<file path="src/rtl/cpu_run_ctrl.sv">
// rtl/cpu_run_ctrl.sv - run/halt/single-step sequencer with retired-instruction counter (breakpoints: RUN_CTRL_BREAKPOINT_EN)
module cpu_run_ctrl #(
    parameter int PC_W       = 8,
    parameter int DEB_CYCLES = 16,
    parameter int CNT_W      = 16
) (
    input  logic             clk,
    input  logic             rst,
    input  logic             run_sw,
    input  logic             step_key,
    input  logic             halt_req,
    input  logic [PC_W-1:0]  pc,
    input  logic [PC_W-1:0]  bp_addr,
    input  logic             bp_valid,
    output logic             cpu_en,
    output logic [1:0]       state,
    output logic             bp_hit,
    output logic [CNT_W-1:0] retired
);

    typedef enum logic [1:0] {
        ST_HALT  = 2'b00,
        ST_RUN   = 2'b01,
        ST_STEP  = 2'b10,
        ST_BREAK = 2'b11
    } state_t;

    localparam int DW = $clog2(DEB_CYCLES + 1);

    state_t         st;
    logic           run_q1, run_s;
    logic           key_q1, key_s;
    logic           key_db;
    logic           step_evt;
    logic [DW-1:0]  deb_cnt;
    logic           bp_match;
    logic           run_ok;

    always_ff @(posedge clk or negedge rst) begin
        if (!rst) begin
            run_q1   <= 1'b0;
            run_s    <= 1'b0;
            key_q1   <= 1'b0;
            key_s    <= 1'b0;
            key_db   <= 1'b1;
            deb_cnt  <= '0;
            step_evt <= 1'b0;
        end else begin
            run_q1   <= run_sw;
            run_s    <= run_q1;
            key_q1   <= step_key;
            key_s    <= key_q1;
            step_evt <= 1'b0;
            // Any cycle agreeing with the debounced level restarts the count.
            if (key_s != key_db) begin
                if (deb_cnt == DW'(DEB_CYCLES - 1)) begin
                    key_db   <= key_s;
                    deb_cnt  <= '0;
                    step_evt <= ~key_s;
                end else begin
                    deb_cnt <= deb_cnt + 1'b1;
                end
            end else begin
                deb_cnt <= '0;
            end
        end
    end

`ifdef RUN_CTRL_BREAKPOINT_EN
    logic bp_skip;

    assign bp_match = bp_valid & (pc == bp_addr) & ~bp_skip;
    assign bp_hit   = (st == ST_BREAK);

    // Skip suppresses re-hitting the same breakpoint until the PC moves away.
    always_ff @(posedge clk or negedge rst) begin
        if (!rst) begin
            bp_skip <= 1'b0;
        end else if (st == ST_RUN && run_ok && bp_match) begin
            bp_skip <= 1'b1;
        end else if (pc != bp_addr) begin
            bp_skip <= 1'b0;
        end
    end
`else
    logic unused_bp;

    assign unused_bp = ^{pc, bp_addr, bp_valid};
    assign bp_match  = 1'b0;
    assign bp_hit    = 1'b0;
`endif

    assign run_ok = run_s & ~halt_req;
    assign cpu_en = ((st == ST_RUN) & run_ok & ~bp_match) | (st == ST_STEP);
    assign state  = st;

    always_ff @(posedge clk or negedge rst) begin
        if (!rst) begin
            st <= ST_HALT;
        end else begin
            case (st)
                ST_HALT: begin
                    if (run_s)         st <= ST_RUN;
                    else if (step_evt) st <= ST_STEP;
                end
                ST_RUN: begin
                    if (!run_ok)       st <= ST_HALT;
                    else if (bp_match) st <= ST_BREAK;
                end
                ST_STEP: st <= ST_HALT;
                ST_BREAK: begin
                    if (!run_s)        st <= ST_HALT;
                    else if (step_evt) st <= ST_STEP;
                end
                default: st <= ST_HALT;
            endcase
        end
    end

    always_ff @(posedge clk or negedge rst) begin
        if (!rst) begin
            retired <= '0;
        end else if (cpu_en) begin
            retired <= retired + 1'b1;
        end
    end

endmodule

</file>
<file path="config.mk">
export PLATFORM = sky130hd
export DESIGN_NAME = cpu_run_ctrl
export DESIGN_NICKNAME = d
export VERILOG_FILES = /design/src/rtl/cpu_run_ctrl.sv
export SDC_FILE = /design/constraint.sdc
export NUM_CORES = 1
export LEC_CHECK = 0
export BUFFER_PORTS_ARGS = -buffer_cell sky130_fd_sc_hd__clkbuf_2
export CORE_ASPECT_RATIO = 0.75
export CORE_MARGIN = 8
export CORE_UTILIZATION = 35
export DETAILED_ROUTE_END_ITERATION = 8
export GPL_TIMING_DRIVEN = 0
export PLACE_DENSITY_LB_ADDON = 0.25
export SLEW_MARGIN = 20
export SYNTH_ARGS = -nofsm -noshare
export SYNTH_HDL_FRONTEND = slang
export SYNTH_SLANG_ARGS = --single-unit
</file>
<file path="constraint.sdc">
create_clock -name clk -period 1.4 [get_ports clk]
set_input_delay 0.14 -clock clk [delete_from_list [all_inputs] [get_ports clk]]
set_output_delay 0.14 -clock clk [all_outputs]
set_load 0.05 [all_outputs]
</file>
=== Yosys cells after proc, flatten, opt, wreduce, memory -nomap -nowiden ===
Cells that the tools add are included.

* Bits in registers: 29
* Bits of input ports: 22

* Add/sub/neg operators: 2
* Equal/unequal tests: 6
* Muxes and demuxes: 9
* Bitwise logic cells: 5
* Reduce and logical (&&, ||, !) cells: 2

{| class="wikitable"
|+ Operators by type and width
! kind !! number
|-
| 16-bit by 1-bit adder with 16-bit output (second input constant) || 1
|-
| 5-bit two-way mux || 2
|-
| 2-bit two-way mux || 4
|-
| 2-bit one-hot mux with 4 select lines || 1
|-
| 5-bit by 1-bit adder with 5-bit output (second input constant) || 1
|-
| 5-bit by 4-bit equality test with 1-bit output (second input constant) || 1
|-
| 2-bit equality test (second input constant) || 2
|-
| 1-bit bitwise AND || 2
|-
| 2-bit by 1-bit equality test with 1-bit output (second input constant) || 1
|-
| 2-bit zero test || 1
|-
| 1-bit two-way mux || 2
|-
| 2-bit inequality test (second input constant) || 1
|-
| 1-bit inverter || 2
|-
| 2-bit AND reduction || 1
|-
| 1-bit inequality test || 1
|-
| 1-bit bitwise OR || 1
|}

=== Longest topological paths before layout ===
* Depth in word-level cells: 4
* Depth in mapped cells: 5
* Gate-level depth less buffers: 5

=== Least setup slack after synthesis ===
No wires, ideal clock.

* Path type: reg2reg
* From: reg st[1], in the netlist state[1]
* To: reg retired[1]
* Library setup time: 125 ps
* Arrival time: 1,790 ps
* Required time: 1,275 ps
* Path slack: -515 ps
* Stages on the path, launching flop included: 4
* Period minus slack after synthesis: 1,915 ps
* Cells stage by stage: dfrtp_1 -> nand4bb_4 -> nand2_1 -> mux2_2

* Longest elaborated chain between the ends: 3
* Elaborated cells on any way between the ends: 4
* Those cells by class: 2 x eq/ne; 2 x bitwise

{| class="wikitable"
|+ Ends and longest elaborated chain
! what !! line !! text
|-
| start, declared || 30 || <nowiki>state_t st;</nowiki>
|-
| start signal, assigned || 99 || <nowiki>st <= ST_HALT;</nowiki>
|-
| start signal, assigned || 103 || <nowiki>if (run_s) st <= ST_RUN;</nowiki>
|-
| start signal, assigned || 104 || <nowiki>else if (step_evt) st <= ST_STEP;</nowiki>
|-
| 2-bit by 1-bit equality test with 1-bit output || 94 || <nowiki>assign cpu_en = ((st == ST_RUN) & run_ok & ~bp_match) | (st == ST_STEP);</nowiki>
|-
| 1-bit bitwise AND || 94 ||
|-
| 1-bit bitwise OR * || 94 ||
|-
| via cpu_en || 15 || <nowiki>output logic cpu_en,</nowiki>
|-
| end signal, assigned || 124 || <nowiki>retired <= retired + 1'b1;</nowiki>
|-
| end, declared || 18 || <nowiki>output logic [CNT_W-1:0] retired</nowiki>
|}

The timed path passes the listed nets; every way through them passes the cells marked *.
A chain may end at the register's enable or synchronous reset.

=== Final worst setup path ===
* From: reg st[1], in the netlist state[1]
* To: reg retired[13]

* Longest elaborated chain between the ends: 3
* Elaborated cells on any way between the ends: 4
* Those cells by class: 2 x eq/ne; 2 x bitwise

{| class="wikitable"
|+ Ends and longest elaborated chain
! what !! line
|-
| 2-bit by 1-bit equality test with 1-bit output || 94
|-
| 1-bit bitwise AND || 94
|-
| 1-bit bitwise OR * || 94
|}

Mark *: on every way between the ends. The rest lies on a longest branch, timed or not.

==> results by stage <==
Status:
- The flow ran to the end, but the final reports show violations.
- The final reports fail on setup timing.

Die:
- The die area is 5720 µm².
- In this run the core area contains 18 standard-cell rows.
- The x dimension of the die is 84.7 µm.
- In this run the count of I/O pins placed on the die edge is 42.
- The placeable core region is 3330 µm².
- The y dimension of the die is 67.5 µm.
- The effective utilization at floorplan is 0.372.

CTS:
- The clock reaches the later pin of the worst-skew pair after 0.28 ns.
- Clock tree synthesis inserted a total of 5 buffers.
- The number of H-tree levels is 2.
- The maximum number of buffers from clock root to sink is 2.
- The clock transition time at the flip-flop clock pins of the worst setup and hold paths is 0.06 ns.
- The CTS tree is done.
- The cell sitting at the root of the clock tree is a clkbuf_8.
- The clock sink count is 29.

Setup path:
- The startpoint identified for the worst register-to-register timing path is state[1]$_DFFE_PN0P_.
- In this run the worst path has a maximum fanout of 7.
- The critical path runs through a total of 4 cells.
- The signal on the critical path passes through nand4bb_4 > a21oi_4 > nand4_1 > xnor2_1.
- The peak per-stage delay on the critical path is 0.40 ns.
- The critical path is of the register to register type.
- Together, buffers and inverters on the worst path number 0.
- Counting cells, the worst reg-to-reg path comes to 4.
- The source of the critical timing path is state[1]$_DFFE_PN0P_.
- STA classifies the critical path endpoint as a register.
- In this run the critical register-to-register path is captured at retired[13]$_DFFE_PN0P_.
- The kind of cell with the highest combined delay along the critical path is simple AND/OR/NAND/NOR gates.
- The timing endpoint of the critical path is retired[13]$_DFFE_PN0P_.
- On the critical path, the stage with the largest delay is an instance of dfrtp_2.
- STA classifies the critical path startpoint as a register.
- Setup slack on the worst reg-to-reg path comes out at -0.01 ns.
- At the worst endpoint, the arrival time is 1.57 ns.
- The required time of the critical path is 1.56 ns.

Power:
- The leakage power summed over all cells is 0.712 nW.
- In this run the power spent charging and discharging nets is 0.801 mW.
- The peak supply drop is 0.735 mV.
- The internal portion of total power is 1.44 mW.
- The switching portion of total power is 0.358.
- Dividing total power by cell area gives a power density of 1350 nW/µm².
- The register share of total power is 0.471.
- Of the total power, the clock network draws 0.285.
- Of the total power, combinational logic draws 0.244.
- The total design power is 2.24 mW.

Detailed routing:
- The average wire per cell in the routed design is 13.5 µm.
- The routed via count is 880.
- The number of routed nets with antenna violations is 0.
- In the routed design, unresolved DRC markers number 0.
- The average vias per placed instance is 4.78.
- The number of design-rule violations left by the first detailed-router iteration is 33.
- The number of iterations in the first detailed-routing pass is 4.
- Summed over all layers, the routed wires come to 2480 µm.

Finish:
- The net count reported at finish is 167.
- The share of the core filled with cells is 0.498.
- The number of antenna diodes in the final layout is 0.
- The sequential cells in the finished layout cover a total of 739 µm².
- The final-layout fill cell count is 302.
- The fraction of layout instances using a drive strength above 1 is 0.438.
- The area occupied by multi-input gates is 556 µm².
- The cell area after layout is 1660 µm².
- The post-synthesis to final-layout area growth is 33.8%.

Timing:
- For the pin with the worst max-slew slack, the measured transition is 0.718 ns.
- Adding up every negative setup slack in the final design gives -0.0114 ns.
- The number of max-slew violations in the final report is 0.
- The worst slew slack as a fraction of its limit is 0.521.
- Between clock sinks in the finished design, the worst skew comes to 0.00661 ns.
- Setup repair after global routing could not meet its margin everywhere.
- The highest attainable clock frequency is 0.709 GHz.
- The post-route fraction of the period consumed by the critical path is 1.01.
- Counting I/O delays and the setup requirement, the final critical path takes 1.41 ns.
- Setup violations remaining at the end of the flow were counted as 2.
- Across all setup checks in the final design, the least slack found is -0.0102 ns.
- The number of hold-slack violations in the final timing report is 0.

Synth:
- The flip-flop and latch count after synthesis is 29.
- The count of cell types in the netlist is 25.
- Sorting the synthesized cells by area gives the leading types as dfrtp_1 57%, xnor2_1 9.9%, nand2_1 3.9%.
- For this run, the leading register cell type out of synthesis is dfrtp_1.
- By count the netlist is led by 28 x dfrtp_1, 14 x xnor2_1, 13 x nand2_1.
- In this run the cell area of the synthesized design comes to 1240 µm².
- Yosys mapped a number of flops with a built-in enable equal to 0.
- The synthesized netlist net count is 127.
- The register area share after synthesis is 0.586.
- The largest area contributor in the netlist is dfrtp_1.
- Dividing the synthesized area by the synthesized cell count gives 12.0 µm².
- The proportion of netlist area held by the largest area contributor is 0.565.
- The cell count after synthesis is 103.
- The number of warnings reported in the yosys synthesis log is 0.
- The post-synthesis async set-or-reset flop share is 1.00.
- The most common cell in the synthesized netlist is dfrtp_1.

Placed design:
- Routability-driven placement finished with a final weighted congestion of 0.746.
- The count of input and output buffers is 23.
- The sum of net half-perimeters after detailed placement is 1750 µm.
- The post-place instance area is 1450 µm².

Global route:
- The initial antenna violation count is 0.
- The pin count of the biggest net entering global routing is 30.
- For this run, the total global-route usage over all layers was measured as 0.101.
- The first global-routing pass estimated 4550 µm of wire.
- Global routing finished with a remaining overflow of 0.
- The via count of the first global-routing pass is 946.

Worst hold path:
- The min-delay analysis places its worst path in the category input port to register.

Job:
- The number of violations of the max-capacitance limit is 0.
-- metrics by stage --
step,instances,hold WS [ns],setup WS [ns]
floorplan,103,-0.156,-0.113
CTS,179,0.221,-0.0769
finish,184,0.228,-0.0102
global placement,166,0.219,-0.0799
detailed placement,166,0.230,-0.114
global route,184,0.235,-0.0979
-- cell usage in the layout, fill, tap and decap left out, types with 2 or more instances in the layout --
cell	n
nand4_1	4
a21oi_1	3
xnor2_1	14
dfrtp_2	10
xor2_1	3
buf_4	7
clkinv_2	2
dlygate4sd3_1	3
mux2_2	2
nand3_2	3
nand2_1	12
nor2b_1	2
a21oi_4	2
nor2_1	6
clkbuf_8	5
nand3_1	4
dfrtp_1	18
o21ai_0	2
clkbuf_2	22
-- cell families (layout without fill, tap and decap cells) --
family / count (synthesis) / count (layout) / share of synthesized area
compound gates: 8 / 8 / 0.0525
xor+xnor: 17 / 17 / 0.120
fa+ha+maj: 2 / 2 / 0.0202
buf+inv: 2 / 43 / 0.00908
flops: 29 / 29 / 0.586
mux: 2 / 2 / 0.0182
other cells: 1 / 1 / 0.00302
simple gates: 42 / 42 / 0.191
-- worst min path at each step --
stage,start,end,depth (start not counted)
CTS,halt_req,state[0]$_DFFE_PN0P_,3
detailed placement,rst,retired[15]$_DFFE_PN0P_,1
global route,halt_req,state[0]$_DFFE_PN0P_,3
finish,halt_req,state[0]$_DFFE_PN0P_,3
global placement,rst,retired[15]$_DFFE_PN0P_,1
floorplan,rst,deb_cnt[0]$_DFF_PN0_,0
-- power by group through the flow --
stage	combinational (mW)	sequential [mW]	clock [mW]
2_1_floorplan	0.140	1.31	0
3_3_place_gp	0.524	1.06	0
3_5_place_dp	0.528	1.07	0
4_1_cts	0.538	1.05	0.667
5_1_grt	0.588	1.07	0.723
6_report	0.547	1.05	0.637
-- layout make-up --
class,instances,share of cell area
Clock inverter,2,0.00603
Clock buffer,6,0.0437
Sequential cell,29,0.446
Tap cell,40,0.0302
Timing Repair Buffer,33,0.133
Buffer,1,0.00452
Multi-Input combinational cell,72,0.335
Inverter,1,0.00226
-- sequential cells by signal, indices dropped and copies added, names as in the netlist --
signal,cells
deb_cnt,5
key_db,1
key_q1,1
key_s,1
retired,16
run_q1,1
run_s,1
state,2
step_evt,1
-- worst register-to-register path, delay by kind of cell (launching register included) --
kind,cells,cell delay (ns)
AO/OA/AOI/OAI,1,0.29
flip-flops,1,0.40
AND/OR/NAND/NOR,2,0.46
XOR/XNOR,1,0.15
-- per-layer routing --
metal	part of all wire	vias to the layer above	global-route usage	wire (µm)
met5	0	-	0	0
met4	0.0077	0	0.0353	19
met3	0.059	2	0.0545	145
met2	0.46	22	0.148	1130
met1	0.48	432	0.124	1180
li1	-	424	-	-
-- timing repair --
| action | CTS | global route |
|---|---|---|
| gates cloned | 0 | 0 |
| gates resized for setup | 3 | 5 |
| hold buffers | 3 | 0 |
| pin swaps | 5 | 10 |
| endpoints found under the hold margin | 30 | 0 |
| setup buffers | 2 | 5 |
| setup endpoints to repair | 13 | 15 |
No activity file was read; power rests on OpenSTA's default activity.
